[config.mk]
export PLATFORM = sky130hd
export DESIGN_NAME = id_ex_stage
export DESIGN_NICKNAME = d
export VERILOG_FILES = /design/src/rtl/id_ex_stage.sv
export SDC_FILE = /design/constraint.sdc
export NUM_CORES = 1
export LEC_CHECK = 0
export CELL_PAD_IN_SITES_DETAIL_PLACEMENT = 1
export CELL_PAD_IN_SITES_GLOBAL_PLACEMENT = 1
export CORE_MARGIN = 2
export CORE_UTILIZATION = 30
export DETAILED_ROUTE_END_ITERATION = 12
export PLACE_DENSITY = 0.9
export SKIP_LAST_GASP = 1
export SYNTH_ARGS = -nofsm -noshare
export SYNTH_HDL_FRONTEND = slang
export SYNTH_SLANG_ARGS = --single-unit
[constraint.sdc]
create_clock -name clk -period 4.07 [get_ports clk]
set_clock_uncertainty 0.2 [all_clocks]
set_input_delay 0.407 -clock clk [delete_from_list [all_inputs] [get_ports clk]]
set_output_delay 0.407 -clock clk [all_outputs]
set_load 0.05 [all_outputs]
[src/rtl/id_ex_stage.sv]
// ID/EX pipeline register with EX/MEM and MEM/WB operand forwarding, hold/flush and hazard flag.
// Build option: define IDEX_FORWARD_EN for forwarding/refresh/load-use; otherwise full RAW stall, no forwarding.
`timescale 1ns/1ps

`ifndef ALUop_ADD
`define ALUop_ADD 4'b0010
`endif

module id_ex_stage #(
    parameter int DW = 32,
    parameter int RW = 5
) (
    input  logic          clk,
    input  logic          rst_n,
    input  logic          hold,
    input  logic          flush,
    input  logic          id_valid,
    input  logic [DW-1:0] id_rs_data,
    input  logic [DW-1:0] id_rt_data,
    input  logic [DW-1:0] id_imm,
    input  logic [RW-1:0] id_rs,
    input  logic [RW-1:0] id_rt,
    input  logic [RW-1:0] id_dst,
    input  logic [4:0]    id_shamt,
    input  logic [3:0]    id_aluop,
    input  logic          id_alusrc,
    input  logic          id_regwrite,
    input  logic          id_memread,
    input  logic          id_memwrite,
    input  logic          id_memtoreg,
    input  logic          exmem_regwrite,
    input  logic [RW-1:0] exmem_dst,
    input  logic [DW-1:0] exmem_result,
    input  logic          memwb_regwrite,
    input  logic [RW-1:0] memwb_dst,
    input  logic [DW-1:0] memwb_result,
    output logic [DW-1:0] ex_busA,
    output logic [DW-1:0] ex_busB,
    output logic [3:0]    ex_aluop,
    output logic [4:0]    ex_shamt,
    output logic [DW-1:0] ex_store_data,
    output logic [RW-1:0] ex_dst,
    output logic          ex_valid,
    output logic          ex_regwrite,
    output logic          ex_memread,
    output logic          ex_memwrite,
    output logic          ex_memtoreg,
    output logic          load_use_stall
);

    logic          valid_q;
    logic [DW-1:0] rs_data_q;
    logic [DW-1:0] rt_data_q;
    logic [DW-1:0] imm_q;
    logic [RW-1:0] rs_q;
    logic [RW-1:0] rt_q;
    logic [RW-1:0] dst_q;
    logic [4:0]    shamt_q;
    logic [3:0]    aluop_q;
    logic          alusrc_q;
    logic          regwrite_q;
    logic          memread_q;
    logic          memwrite_q;
    logic          memtoreg_q;

    logic [DW-1:0] fwd_rs;
    logic [DW-1:0] fwd_rt;

`ifdef IDEX_FORWARD_EN
    // EX/MEM wins over MEM/WB; r0 is hardwired and never forwarded.
    always_comb begin
        fwd_rs = rs_data_q;
        if (exmem_regwrite && (exmem_dst == rs_q) && (rs_q != '0))
            fwd_rs = exmem_result;
        else if (memwb_regwrite && (memwb_dst == rs_q) && (rs_q != '0))
            fwd_rs = memwb_result;
    end

    always_comb begin
        fwd_rt = rt_data_q;
        if (exmem_regwrite && (exmem_dst == rt_q) && (rt_q != '0))
            fwd_rt = exmem_result;
        else if (memwb_regwrite && (memwb_dst == rt_q) && (rt_q != '0))
            fwd_rt = memwb_result;
    end

    always_comb begin
        load_use_stall = valid_q && memread_q && (dst_q != '0) &&
                         ((dst_q == id_rs) || (dst_q == id_rt));
    end
`else
    logic unused_fwd_inputs;

    assign fwd_rs = rs_data_q;
    assign fwd_rt = rt_data_q;
    assign unused_fwd_inputs = ^{exmem_result, memwb_regwrite, memwb_dst, memwb_result};

    // Without forwarding every in-flight producer of a source register must drain first.
    always_comb begin
        load_use_stall = 1'b0;
        if (valid_q && regwrite_q && (dst_q != '0) &&
            ((dst_q == id_rs) || (dst_q == id_rt)))
            load_use_stall = 1'b1;
        if (exmem_regwrite && (exmem_dst != '0) &&
            ((exmem_dst == id_rs) || (exmem_dst == id_rt)))
            load_use_stall = 1'b1;
    end
`endif

    always_ff @(posedge clk or negedge rst_n) begin
        if (!rst_n) begin
            valid_q    <= 1'b0;
            rs_data_q  <= '0;
            rt_data_q  <= '0;
            imm_q      <= '0;
            rs_q       <= '0;
            rt_q       <= '0;
            dst_q      <= '0;
            shamt_q    <= '0;
            aluop_q    <= `ALUop_ADD;
            alusrc_q   <= 1'b0;
            regwrite_q <= 1'b0;
            memread_q  <= 1'b0;
            memwrite_q <= 1'b0;
            memtoreg_q <= 1'b0;
        end else if (flush) begin
            valid_q    <= 1'b0;
            rs_data_q  <= '0;
            rt_data_q  <= '0;
            imm_q      <= '0;
            rs_q       <= '0;
            rt_q       <= '0;
            dst_q      <= '0;
            shamt_q    <= '0;
            aluop_q    <= `ALUop_ADD;
            alusrc_q   <= 1'b0;
            regwrite_q <= 1'b0;
            memread_q  <= 1'b0;
            memwrite_q <= 1'b0;
            memtoreg_q <= 1'b0;
        end else if (hold) begin
`ifdef IDEX_FORWARD_EN
            // Capture forwarded operands so a retiring writeback is not lost while frozen.
            rs_data_q <= fwd_rs;
            rt_data_q <= fwd_rt;
`endif
        end else begin
            valid_q    <= id_valid;
            rs_data_q  <= id_rs_data;
            rt_data_q  <= id_rt_data;
            imm_q      <= id_imm;
            rs_q       <= id_rs;
            rt_q       <= id_rt;
            dst_q      <= id_dst;
            shamt_q    <= id_shamt;
            aluop_q    <= id_aluop;
            alusrc_q   <= id_alusrc;
            regwrite_q <= id_valid & id_regwrite;
            memread_q  <= id_valid & id_memread;
            memwrite_q <= id_valid & id_memwrite;
            memtoreg_q <= id_valid & id_memtoreg;
        end
    end

    assign ex_busA       = fwd_rs;
    assign ex_busB       = alusrc_q ? imm_q : fwd_rt;
    assign ex_store_data = fwd_rt;
    assign ex_aluop      = aluop_q;
    assign ex_shamt      = shamt_q;
    assign ex_dst        = dst_q;
    assign ex_valid      = valid_q;
    assign ex_regwrite   = regwrite_q;
    assign ex_memread    = memread_q;
    assign ex_memwrite   = memwrite_q;
    assign ex_memtoreg   = memtoreg_q;

endmodule

=== After elaboration in Yosys (flattened, before gate mapping) ===
Index checks and enable logic that the tools add are counted.

* Multiplexer cells: 27
* Equality and inequality tests: 5
* Bitwise gates (word level): 4
* Reduce and logical (&&, ||, !) cells: 9

{| class="wikitable"
|+ Operator list
! kind !! count
|-
| $mux W32 || 7
|-
| $eq A5 B5 Y1 || 4
|-
| $mux W5 || 4
|-
| $mux W1 || 14
|-
| $reduce_bool A5 Y1 || 2
|-
| $mux W4 || 2
|-
| $logic_and A1 B1 Y1 || 5
|-
| $and A1 B1 Y1 || 4
|-
| $logic_or A1 B1 Y1 || 2
|-
| $ne A2 B1 Y1 const B || 1
|}

* Bits in registers: 116
* Output and inout bits: 116
* Word-level logic and storage cells: 57

=== Logic depth before layout (Yosys ltp) ===
* Depth in word-level cells: 5
* Gate-level depth with buffers: 4
* Mapped depth without buffers: 4

=== Worst setup path before layout ===
Ideal clock, no wire load.

* Path kind: reg-to-output
* Start point: register dst_q[4] (netlist: ex_dst[4])
* End point: output port load_use_stall
* Cell stages (with the launch flop): 5
* Data arrival time: 1.902 ns
* Setup slack: 1.561 ns
* Cell sequence: dfrtp_1 -> xor2_1 -> nor3_1 -> a22oi_1 -> o22ai_1

* Cells in the longest elaborated chain, start to end: 5
* Elaborated cells between the ends (all ways): 8
* Those cells by class: eq/ne (2); mux (2); reduce/logical (4)

{| class="wikitable"
|+ Ends and longest elaborated chain
! element !! line !! text
|-
| start: declaration || 57 || <nowiki>logic [RW-1:0] dst_q;</nowiki>
|-
| start signal: assignment || 154 || <nowiki>dst_q <= id_dst;</nowiki>
|-
| $eq A5 B5 Y1 or $reduce_bool A5 Y1 (tied branches) || 102, 101 ||
|-
| $logic_or A1 B1 Y1 or $logic_and A1 B1 Y1 (tied branches) || 102, 101 ||
|-
| $logic_and A1 B1 Y1 * || 101 || <nowiki>if (valid_q && regwrite_q && (dst_q != '0) &&</nowiki>
|-
| $mux W1 * || 101 ||
|-
| $mux W1 * || 104 || <nowiki>if (exmem_regwrite && (exmem_dst != '0) &&</nowiki>
|-
| end: declaration || 48 || <nowiki>output logic load_use_stall</nowiki>
|}

Every way passes the cells marked *; elsewhere a longest branch is shown, timed or not.

=== Worst setup path after layout ===
* Start point: register alusrc_q
* End point: output port ex_busB[5]

* Cells in the longest elaborated chain, start to end: 1

{| class="wikitable"
|+ Ends and longest elaborated chain
! element !! line !! text
|-
| start: declaration || 60 || <nowiki>logic alusrc_q;</nowiki>
|-
| start signal: assignment || 157 || <nowiki>alusrc_q <= id_alusrc;</nowiki>
|-
| $mux W32 || 166 || <nowiki>assign ex_busB = alusrc_q ? imm_q : fwd_rt;</nowiki>
|-
| end: declaration || 38 || <nowiki>output logic [DW-1:0] ex_busB,</nowiki>
|}

No other way between the ends.

==> results.toml <==
[run_status]
status = "completed"

[clocking]
clkLatencyLatePin_ns = 0.40
cts_made_buffers = 17
clk_pin_slew_worst_paths_ns = 0.05
clock_sinks = 116
htreeDepth = 4
cts_tree = "done"
clk_path_buf_depth = 2
clockRootBuffer = "clkbuf_16"

[global_route]
overflow = 0
grt_usage_pct = 18.3
grt_max_degree = 117
grt_pass1_vias = 5021
antenna_found_initial = 0
grt_first_pass_wirelength_um = 26300

[cells_and_area]
diodes = 0
final_nets = 898
drive_gt1_share_pct = 9.94
area_growth_pct = 60.9
final_util_pct = 49.4

[yosys]
synth_top_area_share_pct = 54.4
synth_area_um2 = 5290
yosysUniqueCellTypes = 21
yosysTopAreaCell = "dfrtp_1"
syn_inst = 448
synth_edf_count = 0
synthTopCellsByArea = "dfrtp_1, mux2i_1, nor2_1"
synth_common_cells = "nor2_1, dfrtp_1, mux2i_1"
async_flop_share_pct = 100
synth.most_common_cell = "nor2_1"
synth_fp_nets = 654
yosysSeqAreaShare_pct = 54.9
yosysWarnings = 0
avgSynthCellArea_um2 = 11.8
ys_ff_latch = 116
synth_ff_type = "dfrtp_1"

[worst_setup_path]
critPathKind = "reg2out"
cp_cell_sequence = "mux2_2 -> clkdlybuf4s50_1"
crit_fanout = 33
critPathCaptureType = "output port"
slowest_delay_ns = 0.95
worstSetupStartpointType = "flip-flop"
arrival_ns = 2.51
crit_slowest_cell = "dfrtp_2"
regToRegSetupSlack_ns = 2.56
reg2reg_depth = 2
crit_required_ns = 3.46

[die]
boundaryPins = 322
core_area_um2 = 17200
dieWidth_um = 137
die-area_um2 = 18700
rows = 48
die_h_um = 137
start_util_pct = 30.7

[route]
drtPass1Iterations = 6
routed-via-count = 4370
wirelength_um = 17300
via_per_inst = 4.70
drt_iter0_drc = 129
detail-route-antenna-nets = 0
drc = 0
drt-wirelength-per-cell_um = 18.6

[sta]
fin_ws_ns = 0.953
maxSlewViolCount = 0
fin_tns_setup_ns = 0
hold_slack_ns = 0.323
min_period_ns = 3.12
hold_violations = 0
tightestPinTransition_ns = 1.25
fin_crit_sh_pct = 76.6
max_freq_mhz = 321
max-slew-margin-rel_pct = 16.3
setup_viol = 0
rsz0062_at_grt = "false"

[power]
power_mw = 3.43
power_density_nw_per_um2 = 403
pwr-share-seq_pct = 37.1
switching_power_mw = 1.02
p_clk_share_pct = 40.3
leakage_nw = 3.93
p_sw_share_pct = 29.6
p_int_mw = 2.41
peakVddDrop_mv = 0.252
power_frac_comb_pct = 22.6

[placed_design]
hpwl_um = 12200
place.gp.congestion = 0.804
io_buffers = 251
post-place-ws_ns = 1.02

[flow_run]
drv_cap = 0

[min_path]
hold_depth = 2
hp-class = "reg2reg"
[worst paths after layout]
kind / from / end
setup / recovery: alusrc_q / ex_busB[5]
hold / removal: imm_q[25] / imm_q[25]
setup reg to reg: alusrc_q / alusrc_q
max in group asynchronous: rst_n / imm_q[15]
hold reg to reg: imm_q[25] / imm_q[25]
min in group asynchronous: rst_n / ex_store_data[20]
[routing by layer]
metal | GRT usage, % | wire length (um) | up-vias
met5 | 0 | 0 | -
met4 | 7.41 | 427 | 0
met2 | 33.0 | 9110 | 151
met3 | 4.96 | 1050 | 29
met1 | 20.1 | 6680 | 2197
li1 | - | - | 1993
[through the flow]
step / std cells / cell area [um^2]
6_report: 929 / 8510
5_1_grt: 929 / 8510
4_1_cts: 929 / 8510
3_5_place_dp: 897 / 7950
3_3_place_gp: 897 / 7950
2_1_floorplan: 448 / 5290
[power by group through the flow]
stage	clock network, mW	registers [mW]	logic (mW)
2_1_floorplan	0	1.44	0.280
3_3_place_gp	0	1.29	0.756
5_1_grt	1.47	1.28	0.815
4_1_cts	1.43	1.27	0.783
3_5_place_dp	0	1.29	0.776
6_report	1.38	1.27	0.774
[logic make-up after synthesis]
| kind of cell | synth area share (%) |
|---|---|
| buf+inv | 3.03 |
| mux | 27.6 |
| flops | 54.9 |
| simple gates | 9.56 |
| compound gates | 1.51 |
| xor+xnor | 3.31 |
[area by class of cell]
type	instances	area (um^2)
Fill cell	1811	8730
Sequential cell	116	2910
Timing Repair Buffer	255	2550
Multi-Input combinational cell	302	2220
Clock buffer	22	464
Tap cell	225	282
Clock inverter	9	81.3
[critical path, delay by kind of cell, from the launching register on]
kind     cells  cell delay, ns
mux          1            0.42
buf+inv      1            0.72
flops        1            0.95
[repair_timing]
| action | CTS | global route |
|---|---|---|
| hold endpoints to repair | 47 | 0 |
| setup buffers | 0 | 0 |
| gates resized for setup | 0 | 0 |
| hold buffers | 1 | 0 |
[sequential cells by signal, summed over array words and instances, names as in the netlist, 4 cells and up]
register and count:
ex_shamt 5, imm_q 32, ex_busA 32, ex_dst 5, ex_store_data 32, ex_aluop 4
[placed cells by master, fill, tap and decap left out, types with 2 or more instances in the layout]
| master | n |
|---|---|
| clkdlybuf4s50_1 | 248 |
| nor2_1 | 120 |
| dfrtp_1 | 114 |
| mux2i_1 | 110 |
| mux2_2 | 32 |
| xor2_1 | 20 |
| clkbuf_16 | 17 |
| a22oi_1 | 5 |
| nor3_1 | 4 |
| clkinv_2 | 4 |
| buf_4 | 4 |
| clkbuf_1 | 3 |
| clkinvlp_4 | 3 |
| nor2b_1 | 2 |
| a21oi_1 | 2 |
| clkbuf_8 | 2 |
(Power assumes the default switching activity.)
==> RTL edit: new RTL, same settings <==
Set the parameter `RW` to 4 (it was 5).
--- a/src/rtl/id_ex_stage.sv
+++ b/src/rtl/id_ex_stage.sv
@@ -8,7 +8,7 @@
 
 module id_ex_stage #(
     parameter int DW = 32,
-    parameter int RW = 5
+    parameter int RW = 4
 ) (
     input  logic          clk,
     input  logic          rst_n,
Ports: changed (6 resized); port bits go from 322 to 316. No check against the original RTL was run, so the function may have changed too.
==> RTL edit against the original RTL <==
- the run now ends with hold timing left
- wire length decreased by 2.8%
- non-clock buffer count shrank 6
- register-to-register slack better by 0.47 ns
- via count is 2.2% lower
- synthesized area decreased by 1.2%
- sequential cell count fell by 1
- count of clock-buffer cells in the layout is 2 lower
- combinational power is 1% lower
- sequential share of layout area up 0.52 points
- total power fell by 3.4%
- cell area shrank 2.4%
- core utilization shrank 1.0 points
- worst setup slack got worse by 0.033 ns
- largest cell class unchanged
==> RTL edit: results (changes against the original RTL) <==
- FF-to-FF Start: ex_regwrite$_DFFE_PN0P_
- Post-Place Cells: 878 (-2.1%)
- First DRT Iteration DRCs: 155 (+20%)
- Met2 Track Usage GR: 33.8% (+0.78 points)
- WHS: -0.00437 ns (-0.328 ns)
- Nets: 873 (-2.8%)
- GRT overflow: 0 (unchanged)
- Failing checks: hold timing
- M1 wire length: 6200 µm (-7.2%)
- Post-CTS setup buffers: 0 (unchanged)
- Leakage: 0.00381 µW (-3.0%)
- Register area share after synthesis: 55.1% (+0.18 points)
- Port-buffer cells: 246 (-2.0%)
- DP Area: 0.00779 mm² (-2.0%)
- Worst hold path class: in -> async
- Largest net degree at the start of global routing: 116 (-0.85%)
- R2r endpoint: ex_regwrite$_DFFE_PN0P_
- Gpl congestion: 0.819 (+1.8%)
- Final Routed Wirelength: 16800 µm (-2.8%)
- Grt met3 use: 4.70% (-0.26 points)
- Syn_area_per_cell: 12.0 µm² (+2.0%)
- Vias: 4275 (-2.2%)
- CP top delay family: buffers and inverters
- Max layer used: met4
- R2R Setup Slk: 3.03 ns (+0.47 ns)
- Vias in the first global route: 4848 (-3.4%)
- First-pass GRT wire length: 25900 µm (-1.6%)
- Post-Syn Nets: 635 (-2.9%)
- Met1 GRT Util: 19.4% (-0.71 points)
- Diodes inserted: 0 (unchanged)
- DP HPWL: 12000 µm (-2.3%)
- Slowest stage delay, CP: 0.82 ns (-0.13 ns)
- Synth cell count leaders: nor2_1, dfrtp_1, mux2i_1
- Crit path capture: load_use_stall
- Status: finished with violations
- Crit. Startpoint: id_rs[1]
- Wire length on met3: 1020 µm (-2.6%)
- Top post-synthesis cells by area: dfrtp_1, mux2i_1, nor2_1, mux2_2, buf_8
- Crit path max fanout: 2 (-94%)
- Pre-Repair DR Iteration Count: 6 (unchanged)
- Synth unique cells: 23 (+9.5%)
- Fin. Hold Viols: 1 (+1)
- Largest vdd supply drop: 0.000241 V (-4.3%)
- Slowest-stage cell, CP: clkdlybuf4s50_1
- DR vias/cell: 4.70 (about the same)
- H-tree depth reported by CTS: 4 (unchanged)
- Rel. slew slack: 20.8% (+4.4 points)
- Layout cells sized above 1: 9.94% (about the same)
- Overall Global Routing Usage: 18.2% (-0.053 points)
- Count leader, synth: nor2_1
- Num CTS Buffers: 17 (unchanged)
- Metal2 WL: 9150 µm (+0.40%)
- Critical Path AT: 2.54 ns (+0.03 ns)
[RTL edit: report_power, final]
part / internal, µW / switching, µW / leakage, µW / total, µW
clock network: 779 / 512 / 0.000247 / 1290
registers: 1210 / 46.0 / 0.00152 / 1260
logic: 324 / 442 / 0.00204 / 765
[RTL edit: logic make-up (layout without fill, tap and decap cells)]
family	Yosys count	after routing	synth area share [%]
compound gates	10	10	1.41
xor+xnor	16	16	2.68
flops	115	115	55.1
simple gates	122	122	9.05
mux	141	141	27.8
buf+inv	30	280	3.95
[RTL edit: cell type report]
type,count,area [µm²]
Fill cell,1852,8870
Sequential cell,115,2880
Timing Repair Buffer,249,2490
Multi-Input combinational cell,289,2140
Clock buffer,20,447
Tap cell,225,282
Clock inverter,11,65.1
[RTL edit: through the flow]
stage          setup slack, ns  total power, µW
6_report                 0.920             3310
4_1_cts                  0.938             3360
5_1_grt                  0.778             3450
3_5_place_dp             0.942             2050
2_1_floorplan             1.51             1700
3_3_place_gp              1.02             2020
